**src/rtl/mem_stage.sv**
```systemverilog
// mem_stage: memory stage of the 5-stage RV32 pipeline.
// Accepts one instruction per handshake from EX. For loads it waits for the
// read-data response, then extracts the byte/half/word and extends it. It
// hands {wen, waddr, result, PC} to WB and drives a forwarding/hazard bus to ID.
//
// Ports:
//   clk, rst                         clock, synchronous active-high reset
//   EX_to_MEM_Valid / _Bus           instruction from EX
//                                    [73] wen [72:68] waddr [67] is_load
//                                    [66:64] funct3 [63:32] alu_result [31:0] PC
//   MEM_Allow_in                     MEM can take an instruction this cycle
//   WB_Allow_in                      WB can take an instruction this cycle
//   MEM_to_WB_Valid / _Bus           [69] wen [68:64] waddr [63:32] result [31:0] PC
//   Read_data / _Valid / _Ready      load response handshake (full aligned word)
//   rdw_MEM_Bus                      [38] valid [37] rf_wen [36:32] waddr [31:0] data
//   MEM_load_busy                    load in MEM without data yet (ID must stall)
module mem_stage #(
    parameter int unsigned EX_TO_MEM_BUS_WD = 74,
    parameter int unsigned MEM_TO_WB_BUS_WD = 70,
    parameter int unsigned RDW_BUS_WD       = 39
) (
    input  logic                        clk,
    input  logic                        rst,
    input  logic                        EX_to_MEM_Valid,
    input  logic [EX_TO_MEM_BUS_WD-1:0] EX_to_MEM_Bus,
    output logic                        MEM_Allow_in,
    input  logic                        WB_Allow_in,
    output logic                        MEM_to_WB_Valid,
    output logic [MEM_TO_WB_BUS_WD-1:0] MEM_to_WB_Bus,
    input  logic [31:0]                 Read_data,
    input  logic                        Read_data_Valid,
    output logic                        Read_data_Ready,
    output logic [RDW_BUS_WD-1:0]       rdw_MEM_Bus,
    output logic                        MEM_load_busy
);

    localparam logic [1:0] ST_IDLE = 2'd0;
    localparam logic [1:0] ST_WAIT = 2'd1;
    localparam logic [1:0] ST_DONE = 2'd2;

    localparam int unsigned ISLOAD_BIT = 67;

    logic [1:0]                  state_q;
    logic [1:0]                  state_d;
    logic                        mem_valid;
    logic [EX_TO_MEM_BUS_WD-1:0] bus_r;
    logic [31:0]                 ld_word;

    logic        wen;
    logic [4:0]  waddr;
    logic        is_load;
    logic [2:0]  funct3;
    logic [31:0] alu_result;
    logic [31:0] pc;
    logic        mem_ready;
    logic        accept;
    logic        accept_load;
    logic [7:0]  ld_byte;
    logic [15:0] ld_half;
    logic [31:0] ld_val;
    logic [31:0] final_result;

    // Field decode of the held instruction
    assign wen        = bus_r[73];
    assign waddr      = bus_r[72:68];
    assign is_load    = bus_r[ISLOAD_BIT];
    assign funct3     = bus_r[66:64];
    assign alu_result = bus_r[63:32];
    assign pc         = bus_r[31:0];

    // Pipeline handshake
    assign mem_ready       = !is_load || (state_q == ST_DONE);
    assign MEM_Allow_in    = !mem_valid || (mem_ready && WB_Allow_in);
    assign MEM_to_WB_Valid = mem_valid && mem_ready;
    assign accept          = EX_to_MEM_Valid && MEM_Allow_in;
    assign accept_load     = accept && EX_to_MEM_Bus[ISLOAD_BIT];

    // The FSM only leaves IDLE for a load, so WAIT implies a valid load in MEM
    assign Read_data_Ready = (state_q == ST_WAIT);
    assign MEM_load_busy   = mem_valid && is_load && (state_q != ST_DONE);

    // Valid bit
    always_ff @(posedge clk) begin
        if (rst) begin
            mem_valid <= 1'b0;
        end else if (MEM_Allow_in) begin
            mem_valid <= EX_to_MEM_Valid;
        end
    end

    // Instruction register (not reset)
    always_ff @(posedge clk) begin
        if (accept) begin
            bus_r <= EX_to_MEM_Bus;
        end
    end

    // Load data capture; held stable through DONE
    always_ff @(posedge clk) begin
        if ((state_q == ST_WAIT) && Read_data_Valid) begin
            ld_word <= Read_data;
        end
    end

    // Load FSM state register
    always_ff @(posedge clk) begin
        if (rst) begin
            state_q <= ST_IDLE;
        end else begin
            state_q <= state_d;
        end
    end

    // Load FSM next state; a load accepted during DONE's handoff goes straight to WAIT
    always_comb begin
        state_d = state_q;
        case (state_q)
            ST_IDLE: begin
                if (accept_load) begin
                    state_d = ST_WAIT;
                end
            end
            ST_WAIT: begin
                if (Read_data_Valid) begin
                    state_d = ST_DONE;
                end
            end
            ST_DONE: begin
                if (WB_Allow_in) begin
                    state_d = accept_load ? ST_WAIT : ST_IDLE;
                end
            end
            default: state_d = ST_IDLE;
        endcase
    end

    // Load extraction by byte offset and funct3
    always_comb begin
        ld_byte = 8'h00;
        ld_half = alu_result[1] ? ld_word[31:16] : ld_word[15:0];
        ld_val  = ld_word;
        case (alu_result[1:0])
            2'd0:    ld_byte = ld_word[7:0];
            2'd1:    ld_byte = ld_word[15:8];
            2'd2:    ld_byte = ld_word[23:16];
            default: ld_byte = ld_word[31:24];
        endcase
        case (funct3)
            3'b000:  ld_val = {{24{ld_byte[7]}}, ld_byte};
            3'b100:  ld_val = {24'h000000, ld_byte};
            3'b001:  ld_val = {{16{ld_half[15]}}, ld_half};
            3'b101:  ld_val = {16'h0000, ld_half};
            default: ld_val = ld_word;
        endcase
    end

    assign final_result = is_load ? ld_val : alu_result;

    assign MEM_to_WB_Bus = {wen, waddr, final_result, pc};

    // Forwarding bus; data is meaningless while MEM_load_busy is high
    assign rdw_MEM_Bus = {mem_valid, mem_valid && wen, waddr, final_result};

endmodule

```
**config.mk**
```make
export PLATFORM = sky130hd
export DESIGN_NAME = mem_stage
export DESIGN_NICKNAME = d
export VERILOG_FILES = /design/src/rtl/mem_stage.sv
export SDC_FILE = /design/constraint.sdc
export NUM_CORES = 1
export LEC_CHECK = 0
export ABC_AREA = 0
export CAP_MARGIN = 20
export CORE_UTILIZATION = 30
export DETAILED_ROUTE_END_ITERATION = 8
export DONT_BUFFER_PORTS = 1
export HOLD_SLACK_MARGIN = 0.05
export PLACE_DENSITY = 0.48
export SLEW_MARGIN = 20
export SYNTH_ARGS = -nofsm -noshare
export SYNTH_HDL_FRONTEND = slang
export SYNTH_SLANG_ARGS = --single-unit
```
**constraint.sdc**
```tcl
create_clock -name clk -period 4.95 [get_ports clk]
set_input_delay 0.7425 -clock clk [delete_from_list [all_inputs] [get_ports clk]]
set_output_delay 0.7425 -clock clk [all_outputs]
set_load 0.005 [all_outputs]
```
==> metrics.cfg, run 1 <==
[job]
drv_cap = 0

[sta]
worstMarginPinSlew_ns = 0.986
hold_slack_ns = 0.450
hold_viol = 0
relSlewSlack_pct = 34.3
fin_crit_ns = 3.59
finalClockSkew_ns = 0.00995
rsz0062_at_grt = no
fin_setup_tns_ns = 0
fin_crit_sh_pct = 72.6
timing.final.max_slew_violations = 0
setup_viol = 0
max_freq_mhz = 278

[clocking]
clk_pin_slew_worst_paths_ns = 0.07
cts_resized = 0
post_cts.repair.setup_buffers = 0
htreeDepth = 3
cts-root-buf = clkbuf_16
cts_sinks = 109
clk_latency_ns = 0.35
cts_buffers = 9
clockBufferDepth = 2
cts_hold_buf = 0
cts_tree = done

[placed_design]
dpl.hpwl_mm = 7.98
dpl_cell_area_sq_mm = 0.00451
gp_congestion = 0.787
port_buffers = 0

[cells_and_area]
fin_nets = 388
final_area_sq_mm = 0.00485
final_core_util_pct = 30.5
drive_gt1_share_pct = 10.6
syn_to_final_growth_pct = -0.590
nFillCells = 1612

[synth]
async_flop_share_pct = 0
synth_area_leaders = edfxtp_1 65%, buf_4 12%, a211oi_1 3.1%, nor2_1 2.5%, a21oi_1 2.4%
synth_simple_gate_area_share_pct = 7.41
synth_top_area_share_pct = 65.3
syn_area_per_cell_sq_um = 13.7
synth_compound_area_share_pct = 9.36
synth_cells = 357
synth.largest_area_cell = edfxtp_1
synth_xor_area_share_pct = 0
syn_nets = 468
ys_warn_count = 0
synthMuxAreaShare_pct = 3.18
synth-seq-area-share_pct = 66.5
synth_top_flop_cell = edfxtp_1
synth_top_family_by_area = buffers and inverters
synth_fa_ha_area_share_pct = 0
syn_area_sq_mm = 0.00488
ys_types = 37
synth_edf_count = 106
synth-seq-cells = 109

[global_route]
antenna_found_initial = 8
grt_pass1_wl_mm = 15.5
grt_max_degree = 75
grt_overflow = 0
grt_usage_pct = 13.6
grt_pass1_vias = 2453

[floorplanning]
dieArea_sq_mm = 0.0168
ios = 224
start_util_pct = 30.7
die_width_um = 130
core_area_sq_mm = 0.0159
rows = 46
die_h_um = 130

[power]
p_leak_nw = 1.54
vdd_ir_drop_max_uv = 142
total_power_mw = 2.01
power.density_mw_per_mm2 = 415

[setup_path]
cp_max_fo = 26
worst-setup-path-type = reg2out
cp.required_ns = 4.21
critPathLaunchType = flip-flop
arrival_ns = 2.85
end_kind = primary output
ff2ff_path_depth = 4

[routing]
drt_iter0_markers = 87
wl_met3_mm = 1.36
first_pass_iters = 4
m1WireLength_mm = 4.31
wl_per_cell_um = 22.6
via_per_inst = 4.71
met2_length_mm = 5.47
wl_mm = 11.3
highest_layer = met5
drcViolationCount = 0
vias = 2371
ant_nets = 0

[hold_path]
worstHoldPathType = in2reg
holdPathStages = 1

[status]
status = completed

worst max-delay path: stages (launching register included):
cell and delay (ns):
edfxtp_1 0.99, nand2b_1 0.52, nor2_1 0.20, a211oi_1 0.79
final timing paths:
path,slack [ns],from,end
worst max-delay path,1.36,bus_r[65]$_DFFE_PN_,rdw_MEM_Bus[12]
worst min-delay path,0.45,rst,mem_valid$_SDFFE_PP0N_
worst max register to register,2.68,bus_r[67]$_DFFE_PN_,bus_r[55]$_DFFE_PN_
worst min register to register,0.67,state_q[1]$_SDFFE_PP0P_,state_q[1]$_SDFFE_PP0P_
Yosys cell counts (4+ instances only):
cell type,count
mux2i_1,11
a211oi_1,20
a21oi_1,23
nor2_1,33
edfxtp_1,106
o22ai_1,14
and2_1,4
buf_4,77
clkbuf_1,8
nor3_1,5
nand2_1,4
nor2b_1,7
buf_2,6
mux2_2,4
nand2b_1,4
power by group:
group / internal [mW] / switching [mW] / total, mW / leakage, nW
clock network: 0.449 / 0.335 / 0.784 / 0.158
registers: 1.07 / 0.0319 / 1.10 / 1.03
logic: 0.0368 / 0.0924 / 0.129 / 0.361
total: 1.55 / 0.459 / 2.01 / 1.54
cell families (layout without fill, tap and decap cells):
group,count (synthesis),in the layout
other,0,5
flip-flops,109,109
AO/OA/AOI/OAI,71,71
buffers and inverters,95,20
multiplexers,15,15
AND/OR/NAND/NOR,67,67
layer usage:
layer | global-route usage (%) | vias to the layer above
li1 | - | 1092
met1 | 13.8 | 1108
met2 | 22.8 | 147
met3 | 8.71 | 18
met4 | 4.86 | 6
met5 | 0 | -
cell usage in the layout (no fill, tap or decap), drive strengths merged, types with 4 or more instances in the layout:
cell type	netlist	layout
o22ai	14	14
nand2	4	4
diode	0	5
nor3b	4	4
and2	4	4
clkbuf	8	10
nor2b	7	7
nand2b	4	4
edfxtp	106	106
nor2	33	33
a211oi	20	20
mux2	4	4
nor3	5	5
inv	3	5
mux2i	11	11
a21oi	24	24
sequential cells by signal, summed over array words and instances (netlist names):
register	flops
state_q	2
ld_word	32
bus_r	74
mem_valid	1
final cells by class:
type                            instances  area [sq um]  area share [%]
Sequential cell                       109          3240            66.9
Timing Repair Buffer                    1          7.51           0.155
Inverter                                3          11.3           0.232
Antenna cell                            5          12.5           0.258
Clock inverter                          6          95.1            1.96
Multi-Input combinational cell        153           980            20.2
Clock buffer                           10           229            4.72
Tap cell                              216           270            5.57
through the flow:
stage                     cells  setup slack (ns)
after detailed placement    482              1.71
after global placement      482              1.79
after floorplan             357              1.87
after global routing        501              1.12
after CTS                   498              1.32
final                       503              1.36
Power figures use the tool's default switching activity.
==> inputs of run 2 (changes only) <==
- PLACE_DENSITY: 0.48 -> 0.49
- clock period: 4.95 -> 3.2 ns (I/O delays scaled with it)
==> run 2 against run 1 <==
Net effect: final area increased by 1.5%; highest routed layer unchanged; power is 50% higher; setup slack lost 0.90 ns; critical endpoint is now rdw_MEM_Bus[21]; combinational power increased by 81%; sequential share of layout area fell by 1.0 points; non-clock buffer count increased by 14.
==> metrics.cfg, run 2 (synthesized netlist as in run 1, its figures left out) <==
[global_route]
grt_overflow = 0  ; unchanged
grt_usage_pct = 13.1  ; -0.57 points
grt_pass1_wl_mm = 15.2  ; -2.4%
grt_max_degree = 53  ; -29%
antenna_found_initial = 6  ; -2
grt_pass1_vias = 2498  ; +1.8%

[floorplanning]
start_util_pct = 30.7  ; unchanged
die_h_um = 130  ; unchanged
core_area_sq_mm = 0.0159  ; unchanged
ios = 224  ; unchanged
dieArea_sq_mm = 0.0168  ; unchanged
die_width_um = 130  ; unchanged
rows = 46  ; unchanged

[power]
internal-power_mw = 2.28  ; +46%
p_switching_uw = 742  ; +62%
power.density_mw_per_mm2 = 613  ; +48%
p_clk_share_pct = 36.3  ; -2.6 points
vdd_ir_drop_max_uv = 315  ; +120%
switching_share_pct = 24.6  ; +1.8 points
p_comb_share_pct = 7.8  ; +1.4 points
pwr-share-seq_pct = 56.0  ; +1.4 points
p_leak_nw = 1.60  ; +3.6%

[cells_and_area]
drive_gt1_share_pct = 14.6  ; +3.9 points
final_common_cell = edfxtp_1
final_area_sq_mm = 0.00492  ; +1.5%
fin_nets = 402  ; +3.6%
largest_register_ffs = 74  ; unchanged
largest-register = bus_r
top_regs = bus_r (74), ld_word (32), state_q (2)
final_core_util_pct = 31.0  ; +0.46 points
syn_to_final_growth_pct = 0.924
final_cell_mix = 106 x edfxtp_1, 33 x nor2_1, 23 x a21oi_1

[setup_path]
critPathMaxStageDelay_ns = 0.62  ; -0.37 ns
cp_slowest_cell = nor3b_4
cp_cell_sequence = nand2b_1 -> a21oi_2 -> nor3b_4 -> a211oi_1 -> buf_4
worst-setup-path-type = reg2out
critPathLaunchType = flip-flop
cp.required_ns = 2.72  ; -1.49 ns
cp_max_fo = 16  ; -38%
end_kind = primary output
reg2reg_from = bus_r[67]$_DFFE_PN_
arrival_ns = 2.27  ; -0.58 ns
crit_path_start = bus_r[65]$_DFFE_PN_

[sta]
finalWorstSetupSlack_ns = 0.453  ; -0.904 ns
max_freq_mhz = 364
fin_crit_ns = 2.75
fin_setup_tns_ns = 0  ; unchanged
relSlewSlack_pct = 42.8  ; +8.5 points
timing.final.max_slew_violations = 0  ; unchanged
fin_crit_sh_pct = 85.9
setup_viol = 0  ; unchanged
rsz0062_at_grt = no
worstMarginPinSlew_ns = 0.858  ; -0.128 ns
hold_viol = 0  ; unchanged
finalClockSkew_ns = 0.00711  ; -0.00284 ns

[routing]
ant_nets = 0  ; unchanged
wl_per_cell_um = 21.5  ; -4.7%
drt_iter0_markers = 126  ; +45%
first_pass_iters = 4  ; unchanged
vias = 2461  ; +3.8%
wl_mm = 11.1  ; -2.6%
via_per_inst = 4.79  ; +1.6%
drcViolationCount = 0  ; unchanged

[clocking]
cts_sinks = 109  ; unchanged
cts_hold_buf = 0  ; unchanged
cts_tree = done
post_cts.repair.setup_buffers = 0  ; unchanged
cts_resized = 0  ; unchanged
clk_pin_slew_worst_paths_ns = 0.08  ; about the same
cts-root-buf = clkbuf_16
clockBufferDepth = 2  ; unchanged
cts_buffers = 9  ; unchanged
clk_latency_ns = 0.36  ; about the same
htreeDepth = 3  ; unchanged

[hold_path]
min_from = rst
worstHoldPathType = in2reg

[status]
status = completed

[job]
drv_cap = 0  ; unchanged

[placed_design]
port_buffers = 0  ; unchanged
dpl.hpwl_mm = 8.09  ; +1.3%
place_ws_ns = 0.795  ; -0.915 ns
dpl_cell_area_sq_mm = 0.00463  ; +2.6%
gp_congestion = 0.837  ; +6.3%

==> run 2: critical path: cells and delay by family, from the launching register on <==
| family | cells | cell delay (ns) |
|---|---|---|
| and+or+nand+nor | 2 | 0.96 |
| DFF | 1 | 0.38 |
| AOI/OAI and AO/OA | 2 | 0.37 |
| buffers and inverters | 1 | 0.19 |
==> run 2: layout make-up <==
type                    count  area (sq um)
well taps                 216           270
flip-flops and latches    109          3240
repair buffers             15           125
inverters                   3          11.3
multi-input cells         153           977
fillers                  1600         11000
clock inverters             6          62.6
clock buffers               9           225
diodes                      3          7.51
==> run 2: power by group through the flow <==
stage	Clock [mW]	Combinational [mW]	Sequential, mW
final	1.09	0.234	1.69
after global routing	1.18	0.262	1.70
after CTS	1.13	0.241	1.69
after detailed placement	0	0.240	1.72
after global placement	0	0.237	1.72
after floorplan	0	0.271	1.70
==> run 2: path summary, 6_finish.rpt <==
kind	depth (start not counted)	endpoint	slack (ns)
max	5	rdw_MEM_Bus[21]	0.45
min	1	mem_valid$_SDFFE_PP0N_	0.18
max reg2reg	5	bus_r[57]$_DFFE_PN_	1.13
min reg2reg	4	state_q[1]$_SDFFE_PP0P_	0.67
==> run 2: metal layers <==
metal	track usage [%]	wire [um]
met1	13.3	4160
met2	21.7	5330
met3	8.09	1340
met4	5.20	182
met5	0	41
==> run 2: through the flow <==
stage / total power, mW / cells / hold slack (ns)
CTS: 3.06 / 511 / 0.161
floorplan: 1.97 / 357 / 0.549
global route: 3.13 / 511 / 0.161
finish: 3.02 / 514 / 0.179
global placement: 1.96 / 496 / 0.554
detailed placement: 1.96 / 496 / 0.552
